==> src/rtl/vga_pattern_gen_if.sv <==
// Pattern-generator bus: timing enable, pattern controls and the video outputs.
// The master side (display controller or bench) drives the controls and
// receives the video; the generator sits on the slave side.
// There is no valid/ready handshake: the video outputs are a free-running stream,
// one pixel per clock. de is the only qualifier. pix_x/pix_y carry meaning only
// while de is high.
interface vga_pattern_gen_if #(
  parameter int DATA_W = 8
);
  logic                  en;
  logic [1:0]            mode;
  logic [3*DATA_W-1:0]   box_color;
  logic                  hs;
  logic                  vs;
  logic                  de;
  logic [3*DATA_W-1:0]   rgb;
  logic [15:0]           pix_x;
  logic [15:0]           pix_y;
  logic                  frame_start;

  modport master (
    output en, mode, box_color,
    input  hs, vs, de, rgb, pix_x, pix_y, frame_start
  );

  modport slave (
    input  en, mode, box_color,
    output hs, vs, de, rgb, pix_x, pix_y, frame_start
  );
endinterface

==> src/rtl/vga_pattern_gen.sv <==
// VGA timing generator with test patterns: colour bars, checkerboard,
// bars with a bouncing box, and solid colour. Every output is registered
// one cycle after the counter state it is derived from.
// H_ACTIVE+H_FP+H_SYNC+H_BP and the vertical sum must stay at or below 65535.
// BOX_SIZE must be smaller than both H_ACTIVE and V_ACTIVE.
module vga_pattern_gen #(
  parameter int H_ACTIVE = 1024,
  parameter int H_FP     = 24,
  parameter int H_SYNC   = 136,
  parameter int H_BP     = 160,
  parameter int V_ACTIVE = 768,
  parameter int V_FP     = 3,
  parameter int V_SYNC   = 6,
  parameter int V_BP     = 29,
  parameter bit HS_POL   = 1'b0,
  parameter bit VS_POL   = 1'b0,
  parameter int DATA_W   = 8,
  parameter int BOX_SIZE = 150,
  parameter int BAR_W    = 128,
  parameter int CHK_LOG2 = 5
) (
  input logic              clk,
  input logic              rst_n,
  vga_pattern_gen_if.slave bus
);

  localparam int H_TOTAL = H_ACTIVE + H_FP + H_SYNC + H_BP;
  localparam int V_TOTAL = V_ACTIVE + V_FP + V_SYNC + V_BP;

  localparam logic [15:0] H_ACT     = 16'(H_ACTIVE);
  localparam logic [15:0] H_LAST    = 16'(H_TOTAL - 1);
  localparam logic [15:0] HS_BEG    = 16'(H_ACTIVE + H_FP);
  localparam logic [15:0] HS_END    = 16'(H_ACTIVE + H_FP + H_SYNC);
  localparam logic [15:0] V_ACT     = 16'(V_ACTIVE);
  localparam logic [15:0] V_LAST    = 16'(V_TOTAL - 1);
  localparam logic [15:0] VS_BEG    = 16'(V_ACTIVE + V_FP);
  localparam logic [15:0] VS_END    = 16'(V_ACTIVE + V_FP + V_SYNC);
  localparam logic [15:0] BOX_X_MAX = 16'(H_ACTIVE - BOX_SIZE);
  localparam logic [15:0] BOX_Y_MAX = 16'(V_ACTIVE - BOX_SIZE);
  localparam logic [15:0] BOX_SPAN  = 16'(BOX_SIZE - 1);
  localparam logic [15:0] BAR_LAST  = 16'(BAR_W - 1);

  localparam logic [DATA_W-1:0] CH_FULL = '1;
  localparam logic [DATA_W-1:0] CH_ZERO = '0;

  // Raster counters and the running bar tracker that follows h_cnt
  logic [15:0] h_cnt_q, h_cnt_d;
  logic [15:0] v_cnt_q, v_cnt_d;
  logic [15:0] bar_px_q, bar_px_d;   // pixel offset inside current bar
  logic [3:0]  bar_idx_q, bar_idx_d; // bar number, saturates at 8 (black)

  // Frame-level state
  logic [1:0]  active_mode_q, active_mode_d;
  logic [15:0] box_x_q, box_x_d;
  logic [15:0] box_y_q, box_y_d;
  logic        dir_x_q, dir_x_d;
  logic        dir_y_q, dir_y_d;

  // Registered outputs
  logic                hs_q, hs_d;
  logic                vs_q, vs_d;
  logic                de_q, de_d;
  logic [3*DATA_W-1:0] rgb_q, rgb_d;
  logic [15:0]         pix_x_q, pix_x_d;
  logic [15:0]         pix_y_q, pix_y_d;
  logic                fs_q, fs_d;

  logic                h_last;
  logic                v_last;
  logic                at_origin;
  logic [1:0]          mode_eff;
  logic                active;
  logic                in_box;
  logic [3*DATA_W-1:0] bar_rgb;
  logic [3*DATA_W-1:0] chk_rgb;

  assign h_last    = (h_cnt_q == H_LAST);
  assign v_last    = (v_cnt_q == V_LAST);
  assign at_origin = (h_cnt_q == 16'd0) && (v_cnt_q == 16'd0);

  // Counter advance; a low enable parks the raster at (0,0)
  always_comb begin
    h_cnt_d   = h_cnt_q;
    v_cnt_d   = v_cnt_q;
    bar_px_d  = bar_px_q;
    bar_idx_d = bar_idx_q;
    if (!bus.en) begin
      h_cnt_d   = '0;
      v_cnt_d   = '0;
      bar_px_d  = '0;
      bar_idx_d = '0;
    end else if (h_last) begin
      h_cnt_d   = '0;
      bar_px_d  = '0;
      bar_idx_d = '0;
      v_cnt_d   = v_last ? 16'd0 : v_cnt_q + 16'd1;
    end else begin
      h_cnt_d = h_cnt_q + 16'd1;
      if (bar_px_q == BAR_LAST) begin
        bar_px_d = '0;
        if (bar_idx_q != 4'd8) bar_idx_d = bar_idx_q + 4'd1;
      end else begin
        bar_px_d = bar_px_q + 16'd1;
      end
    end
  end

  // Box bounce: one step per enabled frame, reversing and moving on the same update
  always_comb begin
    box_x_d = box_x_q;
    box_y_d = box_y_q;
    dir_x_d = dir_x_q;
    dir_y_d = dir_y_q;
    if (bus.en && h_last && v_last) begin
      if (dir_x_q) begin
        if (box_x_q == BOX_X_MAX) begin
          dir_x_d = 1'b0;
          box_x_d = box_x_q - 16'd1;
        end else begin
          box_x_d = box_x_q + 16'd1;
        end
      end else begin
        if (box_x_q == 16'd0) begin
          dir_x_d = 1'b1;
          box_x_d = 16'd1;
        end else begin
          box_x_d = box_x_q - 16'd1;
        end
      end
      if (dir_y_q) begin
        if (box_y_q == BOX_Y_MAX) begin
          dir_y_d = 1'b0;
          box_y_d = box_y_q - 16'd1;
        end else begin
          box_y_d = box_y_q + 16'd1;
        end
      end else begin
        if (box_y_q == 16'd0) begin
          dir_y_d = 1'b1;
          box_y_d = 16'd1;
        end else begin
          box_y_d = box_y_q - 16'd1;
        end
      end
    end
  end

  // Mode is latched at (0,0) and already applies to that first pixel
  always_comb begin
    mode_eff      = (bus.en && at_origin) ? bus.mode : active_mode_q;
    active_mode_d = mode_eff;
  end

  // Pixel colour and sync levels for the current counter position
  always_comb begin
    active  = bus.en && (h_cnt_q < H_ACT) && (v_cnt_q < V_ACT);
    in_box  = (h_cnt_q >= box_x_q) && (h_cnt_q <= box_x_q + BOX_SPAN) &&
              (v_cnt_q >= box_y_q) && (v_cnt_q <= box_y_q + BOX_SPAN);
    // Bar index bits map straight onto channel on/off: R=~b1, G=~b2, B=~b0
    if (bar_idx_q[3]) begin
      bar_rgb = '0;
    end else begin
      bar_rgb = {bar_idx_q[1] ? CH_ZERO : CH_FULL,
                 bar_idx_q[2] ? CH_ZERO : CH_FULL,
                 bar_idx_q[0] ? CH_ZERO : CH_FULL};
    end
    chk_rgb = (h_cnt_q[CHK_LOG2] ^ v_cnt_q[CHK_LOG2]) ? {3{CH_FULL}} : '0;

    rgb_d = '0;
    if (active) begin
      case (mode_eff)
        2'd0:    rgb_d = bar_rgb;
        2'd1:    rgb_d = chk_rgb;
        2'd2:    rgb_d = in_box ? bus.box_color : bar_rgb;
        default: rgb_d = bus.box_color;
      endcase
    end
    de_d    = active;
    pix_x_d = active ? h_cnt_q : 16'd0;
    pix_y_d = active ? v_cnt_q : 16'd0;
    fs_d    = bus.en && at_origin;
    hs_d    = (bus.en && (h_cnt_q >= HS_BEG) && (h_cnt_q < HS_END)) ? HS_POL : ~HS_POL;
    vs_d    = (bus.en && (v_cnt_q >= VS_BEG) && (v_cnt_q < VS_END)) ? VS_POL : ~VS_POL;
  end

  // Raster, bar tracker, box and mode state
  always_ff @(posedge clk or negedge rst_n) begin
    if (!rst_n) begin
      h_cnt_q       <= '0;
      v_cnt_q       <= '0;
      bar_px_q      <= '0;
      bar_idx_q     <= '0;
      active_mode_q <= '0;
      box_x_q       <= '0;
      box_y_q       <= '0;
      dir_x_q       <= 1'b1;
      dir_y_q       <= 1'b1;
    end else begin
      h_cnt_q       <= h_cnt_d;
      v_cnt_q       <= v_cnt_d;
      bar_px_q      <= bar_px_d;
      bar_idx_q     <= bar_idx_d;
      active_mode_q <= active_mode_d;
      box_x_q       <= box_x_d;
      box_y_q       <= box_y_d;
      dir_x_q       <= dir_x_d;
      dir_y_q       <= dir_y_d;
    end
  end

  // Output registers, all aligned one cycle behind the counters
  always_ff @(posedge clk or negedge rst_n) begin
    if (!rst_n) begin
      hs_q    <= ~HS_POL;
      vs_q    <= ~VS_POL;
      de_q    <= 1'b0;
      rgb_q   <= '0;
      pix_x_q <= '0;
      pix_y_q <= '0;
      fs_q    <= 1'b0;
    end else begin
      hs_q    <= hs_d;
      vs_q    <= vs_d;
      de_q    <= de_d;
      rgb_q   <= rgb_d;
      pix_x_q <= pix_x_d;
      pix_y_q <= pix_y_d;
      fs_q    <= fs_d;
    end
  end

  assign bus.hs          = hs_q;
  assign bus.vs          = vs_q;
  assign bus.de          = de_q;
  assign bus.rgb         = rgb_q;
  assign bus.pix_x       = pix_x_q;
  assign bus.pix_y       = pix_y_q;
  assign bus.frame_start = fs_q;

endmodule

==> src/flat_wrapper.sv <==
// flat-port wrapper written by rule: the top's interface ports become plain ports
module vga_pattern_gen_flat 
#(
  parameter int H_ACTIVE = 1024,
  parameter int H_FP     = 24,
  parameter int H_SYNC   = 136,
  parameter int H_BP     = 160,
  parameter int V_ACTIVE = 768,
  parameter int V_FP     = 3,
  parameter int V_SYNC   = 6,
  parameter int V_BP     = 29,
  parameter bit HS_POL   = 1'b0,
  parameter bit VS_POL   = 1'b0,
  parameter int DATA_W   = 8,
  parameter int BOX_SIZE = 150,
  parameter int BAR_W    = 128,
  parameter int CHK_LOG2 = 5
)
  (clk, rst_n, bus_en, bus_mode, bus_box_color, bus_hs, bus_vs, bus_de, bus_rgb, bus_pix_x, bus_pix_y, bus_frame_start);
  vga_pattern_gen_if #(.DATA_W(DATA_W)) bus_i ();
  input logic clk;
  input logic rst_n;
  input wire logic [$bits(bus_i.en)-1:0] bus_en;
  input wire logic [$bits(bus_i.mode)-1:0] bus_mode;
  input wire logic [$bits(bus_i.box_color)-1:0] bus_box_color;
  output wire logic [$bits(bus_i.hs)-1:0] bus_hs;
  output wire logic [$bits(bus_i.vs)-1:0] bus_vs;
  output wire logic [$bits(bus_i.de)-1:0] bus_de;
  output wire logic [$bits(bus_i.rgb)-1:0] bus_rgb;
  output wire logic [$bits(bus_i.pix_x)-1:0] bus_pix_x;
  output wire logic [$bits(bus_i.pix_y)-1:0] bus_pix_y;
  output wire logic [$bits(bus_i.frame_start)-1:0] bus_frame_start;
  assign bus_i.en = bus_en;
  assign bus_i.mode = bus_mode;
  assign bus_i.box_color = bus_box_color;
  assign bus_hs = bus_i.hs;
  assign bus_vs = bus_i.vs;
  assign bus_de = bus_i.de;
  assign bus_rgb = bus_i.rgb;
  assign bus_pix_x = bus_i.pix_x;
  assign bus_pix_y = bus_i.pix_y;
  assign bus_frame_start = bus_i.frame_start;
  vga_pattern_gen #(.H_ACTIVE(H_ACTIVE), .H_FP(H_FP), .H_SYNC(H_SYNC), .H_BP(H_BP), .V_ACTIVE(V_ACTIVE), .V_FP(V_FP), .V_SYNC(V_SYNC), .V_BP(V_BP), .HS_POL(HS_POL), .VS_POL(VS_POL), .DATA_W(DATA_W), .BOX_SIZE(BOX_SIZE), .BAR_W(BAR_W), .CHK_LOG2(CHK_LOG2)) u_core (.clk(clk), .rst_n(rst_n), .bus(bus_i));
endmodule
==> config.mk <==
export PLATFORM = sky130hd
export DESIGN_NAME = vga_pattern_gen_flat
export DESIGN_NICKNAME = d
export VERILOG_FILES = /design/src/rtl/vga_pattern_gen_if.sv /design/src/rtl/vga_pattern_gen.sv /design/src/flat_wrapper.sv
export SDC_FILE = /design/constraint.sdc
export NUM_CORES = 1
export LEC_CHECK = 0
export CAP_MARGIN = 20
export CORE_AREA = 2 2 149 151
export CTS_CLUSTER_SIZE = 24
export DETAILED_ROUTE_END_ITERATION = 10
export DIE_AREA = 0 0 151 153
export HOLD_SLACK_MARGIN = 0.08
export PLACE_DENSITY = 0.67
export SLEW_MARGIN = 20
export SYNTH_ARGS = -nofsm -noshare
export SYNTH_HDL_FRONTEND = slang
export SYNTH_SLANG_ARGS = --single-unit
export TNS_END_PERCENT = 1
==> constraint.sdc <==
create_clock -name clk -period 3.5 [get_ports clk]
set_input_delay 0.35 -clock clk [delete_from_list [all_inputs] [get_ports clk]]
set_output_delay 0.35 -clock clk [all_outputs]
set_load 0.02 [all_outputs]
==> results of run 1 <==
-- timing repair --
action / 4_1_cts / 5_1_grt
buffers inserted: 1 / 4
resized for setup: 2 / 26
hold buffers: 1 / 0
endpoints found under the hold margin: 64 / 0
endpoints found under the setup margin: 7 / 24
gates cloned: 1 / 3
pin swaps: 2 / 4
-- cell type report --
cell class / count / area [µm²]
tap: 280 / 350
clock buffer: 17 / 425
sequential: 148 / 3710
timing repair buffer: 146 / 1380
inverter: 51 / 191
fill: 1964 / 9670
clock inverter: 15 / 160
multi-input combinational: 827 / 5610
-- power by group --
group / total, mW / switching (mW) / internal [mW] / leakage (nW)
registers: 1.87 / 0.0505 / 1.82 / 1.95
clock network: 1.81 / 0.858 / 0.956 / 0.283
logic: 0.826 / 0.445 / 0.381 / 2.90
-- cell families after synthesis --
kind of cell | count (synthesis) | share of synthesized area
compound gates | 224 | 0.154
mux | 9 | 0.00997
buf+inv | 102 | 0.0433
simple gates | 433 | 0.237
fa+ha+maj | 81 | 0.106
flops | 148 | 0.389
xor+xnor | 65 | 0.0597
other cells | 1 | 0.000393
-- layout by cell type (no fill, tap or decap), drive strengths merged, types with 18 or more instances in the layout --
cell	count
nand4	22
a21oi	38
clkbuf	18
o31ai	26
a22oi	26
and3	20
ha	81
xnor2	41
and2	26
nand2	87
inv	60
clkdlybuf4s50	87
dfrtp	144
o21ai	65
xor2	24
nand3	53
nor3	29
buf	57
nor2	121
-- synth_stat cells, types with 20 or more instances --
master / instances
dfrtp_1: 144
nor2_1: 121
nand2_1: 87
ha_1: 81
o21ai_0: 62
inv_1: 51
nand3_1: 49
clkbuf_1: 41
xnor2_1: 41
a21oi_1: 38
nor3_1: 29
a22oi_1: 26
o31ai_1: 26
and2_1: 25
xor2_1: 24
nand4_1: 22
and3_1: 20
-- metal layers --
layer	GRT usage	routed length, µm	up-vias
met4	0.0663	527	0
met5	0	0	-
li1	-	-	4078
met2	0.382	12800	222
met1	0.299	11400	4034
met3	0.0307	890	42
-- sequential cells by signal (all words and copies together), names as in the netlist --
| register | count |
|---|---|
| u_core.active_mode_q | 2 |
| u_core.bar_idx_q | 4 |
| u_core.bar_px_q | 16 |
| u_core.box_x_q | 16 |
| u_core.box_y_q | 16 |
| u_core.bus.de | 1 |
| u_core.bus.frame_start | 1 |
| u_core.bus.hs | 1 |
| u_core.bus.pix_x | 16 |
| u_core.bus.pix_y | 16 |
| u_core.bus.rgb | 24 |
| u_core.bus.vs | 1 |
| u_core.dir_x_q | 1 |
| u_core.dir_y_q | 1 |
| u_core.h_cnt_q | 16 |
| u_core.v_cnt_q | 16 |
-- metrics by stage --
step	utilization	TNS [ns]
detailed placement	0.512	-0.00676
finish	0.550	0
global route	0.550	-1.73
CTS	0.542	0
floorplan	-	0
global placement	0.512	0
-- worst max-delay path, delay by kind of cell (launching register included) --
family / cells / cell delay (ns)
compound gates: 7 / 1.41
fa+ha+maj: 1 / 0.26
xor+xnor: 1 / 0.13
buf+inv: 1 / 0.16
flops: 1 / 0.43
simple gates: 6 / 0.98
-- final timing paths --
path	start	endpoint	slack (ns)
hold / removal	u_core.bar_px_q[0]	u_core.bar_px_q[0]	0.50
setup / recovery	u_core.box_y_q[0]	u_core.bus.rgb[5]	0.06
hold reg to reg	u_core.bar_px_q[0]	u_core.bar_px_q[0]	0.50
setup reg to reg	u_core.box_y_q[0]	u_core.bus.rgb[5]	0.06
max in group asynchronous	rst_n	u_core.bus.rgb[9]	2.16
min in group asynchronous	rst_n	u_core.box_y_q[7]	0.52
==> results by group, run 1 <==
Worst setup path
  – Slowest Stage Delay on Critical Path: 0.43 ns
  – Path depth of the worst reg2reg path: 16
  – CP max stage cell: dfrtp_1
  – Crit-path cells: a21oi_2 > o21a_1 > nor2_2 > o21ai_1 > or3_4 > nor2_2 > xnor2_1 > ha_1 > nand4_1 > nor2_1 > a221o_1 > a211o_1 > a21oi_4 > buf_12 > nand3_4 > a22oi_2
  – CP required: 3.85 ns
  – Crit end category: flop
  – Arrival time of the worst setup path: 3.79 ns
  – Crit path max fanout: 6
  – Worst Setup Start Kind: flop
  – Most frequent CP cell: nor2_2
  – WS Path Type: flop to flop

Clocking
  – Clock sinks: 148
  – Clk Latency, worst-skew pair: 0.43 ns
  – CTS tree: done
  – CTS buffer count: 17
  – CTS root buf: clkbuf_16
  – Reg clk slew, reported paths: 0.07 ns
  – Clk buf depth: 2
  – # H-tree levels: 4

Placed design
  – Dpl cell area: 11000 µm²
  – HPWL Detailed: 18200 µm
  – Port bufs: 88
  – Cell count after placement: 1442
  – GP Congestion: 0.906
  – Place WS: -0.00676 ns

Route
  – DRC viols: 0
  – WL final: 25600 µm
  – 1st-iter DRT viols: 679
  – Antenna Nets Post-Route: 0
  – Number of iterations in the first detailed-routing pass: 5
  – Vias per cell: 5.64
  – Vias: 8376
  – DR WL/cell: 17.3 µm

Floorplanning
  – Chip Width: 151 µm
  – Vert. Die Dim: 153 µm
  – Total core area: 21500 µm²
  – IO Count: 89
  – Site row count: 54
  – Die Area: 23100 µm²
  – Initial Util: 0.444

Outcome
  – Status: completed

Power
  – Power consumption: 4.51 mW
  – Maximum VDD drop: 264 µV
  – Leakage: 5.14 nW
  – Power Density: 381 nW/µm²

Synth
  – Top FF cell, synth: dfrtp_1
  – Synth warn: 0
  – EDFF count, synth: 0
  – Post-Syn Area: 9530 µm²
  – Sequential fraction of the synthesis area: 0.389
  – Top-area cell type share of the netlist area: 0.378
  – Synth unique cells: 71
  – Synth Register Bits: 148
  – Post-synthesis cell count: 1063
  – Largest cells by area after synthesis: dfrtp_1, ha_1, nor2_1
  – Syn Area/Cell: 8.97 µm²
  – Yosys top cell by area: dfrtp_1
  – Async S/R FF share, synth: 1.00

Global routing
  – Initial antenna violation count: 0
  – Total GRT Usage: 0.225
  – First-pass GRT wire length: 41800 µm
  – Largest net degree at the start of global routing: 70
  – Vias in the first global route: 8192
  – Grt total ovfl: 0

STA
  – Setup ws final: 0.0601 ns
  – Worst-case hold slack: 0.499 ns
  – Hold Fails Final Rpt: 0
  – Slew HR: 0.397
  – Tcrit/Tclk final: 0.983
  – Maximum clock rate: 0.291 GHz
  – Finish-stage setup viols: 0
  – Pin slew with the least headroom to its limit: 0.899 ns
  – Min cycle time layout: 3.44 ns
  – Pins Over Slew Limit: 0
  – Unrepaired setup endpoints after global routing: yes
  – Worst clock skew: 0.0156 ns

Finish
  – Area growth, synth to finish: 24.0%
  – Ant diodes: 0
  – Final instance area: 11800 µm²
  – Fin cells: 1484
  – Fin nets: 1301
  – Layout cell share with drive strength beyond 1: 0.120

Flow run
  – Total of max-cap violations: 0

Min path
  – Worst Hold Class: flop to flop
  – WHS Path Cells: 1
Note: power is estimated with default switching activity, not from simulation.
==> inputs of run 2 (changes only) <==
--- a/config.mk
+++ b/config.mk
@@ -5,12 +5,13 @@
 export SDC_FILE = /design/constraint.sdc
 export NUM_CORES = 1
 export LEC_CHECK = 0
-export CAP_MARGIN = 20
+export CAP_MARGIN = 0
 export CORE_AREA = 2 2 149 151
 export CTS_CLUSTER_SIZE = 24
 export DETAILED_ROUTE_END_ITERATION = 10
 export DIE_AREA = 0 0 151 153
 export HOLD_SLACK_MARGIN = 0.08
+export MAX_ROUTING_LAYER = met4
 export PLACE_DENSITY = 0.67
 export SLEW_MARGIN = 20
 export SYNTH_ARGS = -nofsm -noshare
==> results by group, run 2 (synthesis results as in run 1) <==
Floorplanning
  – Initial Util: 0.444 (unchanged)
  – Chip Width: 151 µm (unchanged)
  – IO Count: 89 (unchanged)
  – Die Area: 23100 µm² (unchanged)
  – Site row count: 54 (unchanged)
  – Total core area: 21500 µm² (unchanged)
  – Vert. Die Dim: 153 µm (unchanged)

Clocking
  – # H-tree levels: 4 (unchanged)
  – Clock sinks: 148 (unchanged)
  – Clk buf depth: 2 (unchanged)
  – CTS buffer count: 17 (unchanged)
  – Reg clk slew, reported paths: 0.07 ns (about the same)
  – Clk Latency, worst-skew pair: 0.44 ns (about the same)
  – CTS tree: done
  – CTS root buf: clkbuf_16

Placed design
  – Port bufs: 88 (unchanged)
  – HPWL Detailed: 18200 µm (+0.18%)
  – Dpl cell area: 11000 µm² (+0.16%)
  – Place WS: -0.0312 ns (-0.0244 ns)
  – GP Congestion: 0.905 (about the same)

Finish
  – Largest register FFs: 24 (unchanged)
  – Area growth, synth to finish: 25.2%
  – Final instance area: 11900 µm² (+0.95%)
  – Most common cell after layout, fill and taps aside: dfrtp_1
  – Commonest non-fill, non-tap cells in the layout: dfrtp_1, nor2_1, nand2_1, clkdlybuf4s50_1, ha_1
  – Layout cell share with drive strength beyond 1: 0.128 (+0.00818)
  – Fin nets: 1310 (+0.69%)
  – Ant diodes: 0 (unchanged)

Worst setup path
  – Buf+Inv Stages, Crit Path: 2 (+1)
  – CP max stage cell: dfrtp_1
  – Crit end category: flop
  – Critical Path Stages: 17 (+1)
  – CP required: 3.79 ns (-0.06 ns)
  – Crit path max fanout: 12 (+6)
  – Worst Setup Start Kind: flop
  – Crit-path cells: a21oi_2 > o21a_1 > nor2_2 > o21ai_2 > or3_4 > nor2_4 > xnor2_2 > ha_1 > nand3_1 > nand2_1 > a221o_1 > a211o_1 > a21oi_4 > a21o_4 > buf_4 > buf_12 > a22oi_1
  – Arrival time of the worst setup path: 3.68 ns (-0.11 ns)
  – CP delay by family, top: compound AO/OA/AOI/OAI gates
  – WS Path Type: flop to flop
  – Slowest Stage Delay on Critical Path: 0.38 ns (-0.05 ns)
  – Path depth of the worst reg2reg path: 17 (+1)

STA
  – Slew HR: 0.395 (-0.00114)
  – Hold Fails Final Rpt: 0 (unchanged)
  – Setup ws final: 0.113 ns (+0.0530 ns)
  – Pins Over Slew Limit: 0 (unchanged)
  – Min cycle time layout: 3.39 ns (-0.0530 ns)
  – Pin slew with the least headroom to its limit: 0.901 ns (+0.00170 ns)
  – Maximum clock rate: 0.295 GHz (+1.6%)
  – Finish-stage setup viols: 0 (unchanged)
  – Worst clock skew: 0.0111 ns (-0.00452 ns)
  – Unrepaired setup endpoints after global routing: yes
  – Tcrit/Tclk final: 0.968 (-0.0152)

Global routing
  – First-pass GRT wire length: 41500 µm (-0.73%)
  – Met1 Resource Use GR: 0.297 (-0.00160)
  – Largest net degree at the start of global routing: 77 (+10%)
  – Initial antenna violation count: 0 (unchanged)
  – Grt total ovfl: 0 (unchanged)
  – GRT busiest layer: met2
  – Met3 usage: 0.0358 (+0.00507)
  – Total GRT Usage: 0.231 (+0.00607)
  – M2 GR Usage: 0.377 (-0.00476)
  – Vias in the first global route: 8183 (-0.11%)

Power
  – Power Density: 385 nW/µm² (+1.1%)
  – Leakage: 5.19 nW (+1.0%)
  – Maximum VDD drop: 363 µV (+38%)

Route
  – Number of iterations in the first detailed-routing pass: 5 (unchanged)
  – Antenna Nets Post-Route: 0 (unchanged)
  – Vias per cell: 5.69 (+0.74%)
  – 1st-iter DRT viols: 689 (+1.5%)
  – Vias: 8489 (+1.3%)
  – WL final: 25700 µm (+0.31%)
  – DRC viols: 0 (unchanged)
  – DR WL/cell: 17.2 µm (-0.29%)

Flow run
  – Total of max-cap violations: 0 (unchanged)

Outcome
  – Status: completed

Min path
  – Worst Hold Class: flop to flop
  – WHS Path Cells: 1 (unchanged)
## run 2: changes by cell type in the layout (fill, tap and decap cells not counted), sizes merged
cell    change
clkinv      -1
buf        +10
bufinv      +1
clkbuf      -1
## run 2: layout make-up
class	count	area [µm²]
clock buffers	17	425
clock inverters	15	185
fillers	1925	9550
inverters	51	191
multi-input cells	827	5640
flip-flops and latches	148	3710
well taps	280	350
repair buffers	155	1430
## run 2: power breakdown
group	switching (mW)	total [mW]	internal, mW
clock	0.866	1.89	1.03
sequential	0.0491	1.86	1.82
combinational	0.443	0.838	0.395
total	1.36	4.60	3.24
## run 2: worst paths after layout
| path | from | slack [ns] | to |
|---|---|---|---|
| max in group asynchronous | rst_n | 2.12 | u_core.bus.vs |
| max reg2reg | u_core.box_y_q[0] | 0.11 | u_core.bus.rgb[18] |
| min reg2reg | u_core.bar_px_q[0] | 0.48 | u_core.bar_px_q[0] |
| min in group asynchronous | rst_n | 0.52 | u_core.box_y_q[7] |
| max | u_core.box_y_q[0] | 0.11 | u_core.bus.rgb[18] |
| min | u_core.bar_px_q[0] | 0.48 | u_core.bar_px_q[0] |
## run 2: metal layers
layer | wire, µm | share of wire
met5 | 0 | 0
met4 | 455 | 0.018
met3 | 1090 | 0.042
met2 | 12900 | 0.50
met1 | 11200 | 0.44
## run 2: through the flow
step	total power, mW	TNS (ns)	instances	utilization	hold slack [ns]
2_1_floorplan	2.29	0	1074	-	0.0544
3_3_place_gp	2.65	0	1446	0.513	0.454
5_1_grt	4.79	-0.448	1493	0.555	0.509
4_1_cts	4.59	0	1485	0.546	0.485
3_5_place_dp	2.66	-0.0422	1446	0.513	0.447
6_report	4.60	0	1493	0.555	0.482
## run 2: timing repair
action | CTS | global route
gates cloned | 2 | 2
endpoints found under the hold margin | 70 | 0
setup buffers | 4 | 6
endpoints found under the setup margin | 24 | 24
pin swaps | 4 | 14
hold buffers | 1 | 0
gates resized for setup | 6 | 28
==> inputs of run 3 (changes only) <==
--- a/config.mk
+++ b/config.mk
@@ -12,7 +12,6 @@
 export DIE_AREA = 0 0 151 153
 export HOLD_SLACK_MARGIN = 0.08
 export MAX_ROUTING_LAYER = met4
-export PLACE_DENSITY = 0.67
 export SLEW_MARGIN = 20
 export SYNTH_ARGS = -nofsm -noshare
 export SYNTH_HDL_FRONTEND = slang
==> constraint.sdc (replaced) <==
create_clock -name clk -period 3.7 [get_ports clk]
set_input_delay 0.37 -clock clk [delete_from_list [all_inputs] [get_ports clk]]
set_output_delay 0.37 -clock clk [all_outputs]
set_load 0.02 [all_outputs]
==> results by group, run 3 (synthesis results as in run 1) <==
Global routing
  – Largest net degree at the start of global routing: 96 (+25%)
  – Vias in the first global route: 8189 (+0.073%)
  – Initial antenna violation count: 0 (unchanged)
  – Total GRT Usage: 0.242 (+0.0105)
  – Grt total ovfl: 0 (unchanged)
  – First-pass GRT wire length: 43300 µm (+4.3%)

Floorplanning
  – Chip Width: 151 µm (unchanged)
  – IO Count: 89 (unchanged)
  – Vert. Die Dim: 153 µm (unchanged)
  – Initial Util: 0.444 (unchanged)
  – Die Area: 23100 µm² (unchanged)
  – Site row count: 54 (unchanged)
  – Total core area: 21500 µm² (unchanged)

Clocking
  – Clk buf depth: 2 (unchanged)
  – CTS tree: done
  – Cts-stage hold buffer count: 0 (-1)
  – Reg clk slew, reported paths: 0.07 ns (about the same)
  – CTS root buf: clkbuf_16
  – Clk Latency, worst-skew pair: 0.43 ns (about the same)
  – # H-tree levels: 4 (unchanged)
  – Clock sinks: 148 (unchanged)
  – CTS buffer count: 17 (unchanged)

Min path
  – Worst Hold Class: input pin to async pin

Power
  – Net Sw Frac: 0.286 (-0.00998)
  – Logic pwr share: 0.172 (-0.010)
  – Internal power: 3.11 mW (-4.0%)
  – Leakage: 5.05 nW (-2.7%)
  – Clock power share: 0.423 (+0.011)
  – Maximum VDD drop: 262 µV (-28%)
  – Power consumption: 4.35 mW (-5.4%)
  – Seq pwr share: 0.406 (about the same)
  – Psw: 1.24 mW (-8.6%)
  – Power Density: 374 nW/µm² (-2.9%)

Finish
  – Area growth, synth to finish: 22.0%
  – Register area: 3710 µm² (unchanged)
  – Ant diodes: 0 (unchanged)
  – Filler cells: 2013 (+4.6%)
  – Multi-input gate area: 5550 µm² (-1.5%)
  – Largest register FFs: 24 (unchanged)
  – Fin nets: 1279 (-2.4%)
  – Layout cell share with drive strength beyond 1: 0.0990 (-0.0288)
  – Most common cell after layout, fill and taps aside: dfrtp_1
  – Commonest non-fill, non-tap cells in the layout: dfrtp_1, nor2_1, nand2_1, clkdlybuf4s50_1, ha_1

Worst setup path
  – WS Path Type: flop to flop
  – Crit path max fanout: 12 (unchanged)
  – Crit end category: flop
  – CP required: 3.97 ns (+0.18 ns)
  – Worst Setup Start Kind: flop
  – Arrival time of the worst setup path: 3.83 ns (+0.15 ns)

STA
  – Worst-case hold slack: 0.0340 ns (-0.448 ns)
  – TNS Setup: 0 ns (unchanged)
  – Maximum clock rate: 0.280 GHz (-5.1%)
  – Setup ws final: 0.133 ns (+0.0196 ns)
  – Slew HR: 0.368 (-0.0272)
  – Worst clock skew: 0.0105 ns (-0.000630 ns)
  – Finish-stage setup viols: 0 (unchanged)
  – Pins Over Slew Limit: 0 (unchanged)
  – Pin slew with the least headroom to its limit: 0.939 ns (+0.0382 ns)
  – Min cycle time layout: 3.57 ns (+0.180 ns)
  – Hold Fails Final Rpt: 0 (unchanged)
  – Tcrit/Tclk final: 0.964 (-0.00355)

Route
  – DRC viols: 0 (unchanged)
  – 1st-iter DRT viols: 701 (+1.7%)
  – WL final: 26000 µm (+1.2%)
  – Antenna Nets Post-Route: 0 (unchanged)
  – Number of iterations in the first detailed-routing pass: 5 (unchanged)
  – Vias per cell: 5.70 (+0.18%)
  – Vias: 8328 (-1.9%)
  – DR WL/cell: 17.8 µm (+3.3%)

Placed design
  – GP Congestion: 0.882 (-2.6%)
  – Place WS: 0.0768 ns (+0.108 ns)
  – HPWL Detailed: 18200 µm (about the same)
  – Port bufs: 88 (unchanged)

Flow run
  – Total of max-cap violations: 0 (unchanged)

Outcome
  – Status: completed
-- run 3: changes by cell type in the layout (fill, tap and decap cells not counted), sizes merged --
| cell | before | now |
|---|---|---|
| buf | 67 | 37 |
| clkinvlp | 2 | 1 |
| dlygate4sd3 | 1 | 0 |
| bufinv | 1 | 2 |
| clkbuf | 17 | 19 |
| nand3 | 53 | 52 |
| clkinv | 3 | 2 |
-- run 3: per-stage QoR --
step	cells	area, µm²	utilization
3_3_place_gp	1426	10900	0.506
5_1_grt	1462	11600	0.541
6_report	1462	11600	0.541
3_5_place_dp	1426	10900	0.506
2_1_floorplan	1074	9580	-
4_1_cts	1458	11500	0.535
-- run 3: area by class of cell --
type,instances,share of cell area
Inverter,51,0.0165
Sequential cell,148,0.319
Tap cell,280,0.0301
Timing Repair Buffer,125,0.104
Clock inverter,14,0.0154
Multi-Input combinational cell,826,0.478
Clock buffer,18,0.0378
-- run 3: power by group through the flow --
stage | registers [mW] | clock network [mW] | logic, mW
6_report | 1.76 | 1.84 | 0.747
3_3_place_gp | 1.79 | 0 | 0.705
3_5_place_dp | 1.80 | 0 | 0.710
2_1_floorplan | 1.90 | 0 | 0.257
4_1_cts | 1.76 | 1.88 | 0.712
5_1_grt | 1.78 | 1.95 | 0.804
-- run 3: final timing paths --
check                              startpoint                  to  slack (ns)  depth (start not counted)
setup / recovery            u_core.box_y_q[0]   u_core.bus.rgb[9]        0.13                         17
hold / removal                          rst_n  u_core.box_x_q[14]        0.03                          1
setup reg to reg            u_core.box_y_q[0]   u_core.bus.rgb[9]        0.13                         17
hold reg to reg            u_core.bar_px_q[0]  u_core.bar_px_q[0]        0.48                          1
max in group asynchronous               rst_n  u_core.bar_px_q[3]        2.88                          2
min in group clk           u_core.bar_px_q[0]  u_core.bar_px_q[0]        0.48                          1
-- run 3: timing repair --
item,4_1_cts,5_1_grt
gates resized for setup,0,23
endpoints found under the setup margin,0,24
setup buffers,0,1
-- run 3: worst max-delay path, stage by stage (launching register included) --
cell and delay (ns):
dfrtp_2 0.41, a21oi_1 0.11, o21a_1 0.21, nor2_2 0.16, o21ai_2 0.08, or3_4 0.42
nor2_2 0.13, xnor2_1 0.13, ha_1 0.27, nand4_1 0.17, nor2_1 0.07, a221o_1 0.30
a211o_1 0.25, a21oi_2 0.14, buf_6 0.16, a21o_4 0.16, buf_12 0.14, a22oi_1 0.08
-- run 3: metal layers --
metal | routed length [µm] | up-vias | global-route usage
met1 | 11600 | 4049 | 0.312
met5 | 0 | - | -
met3 | 1090 | 28 | 0.0412
met2 | 12900 | 225 | 0.392
li1 | - | 4026 | -
met4 | 429 | 0 | 0.0663
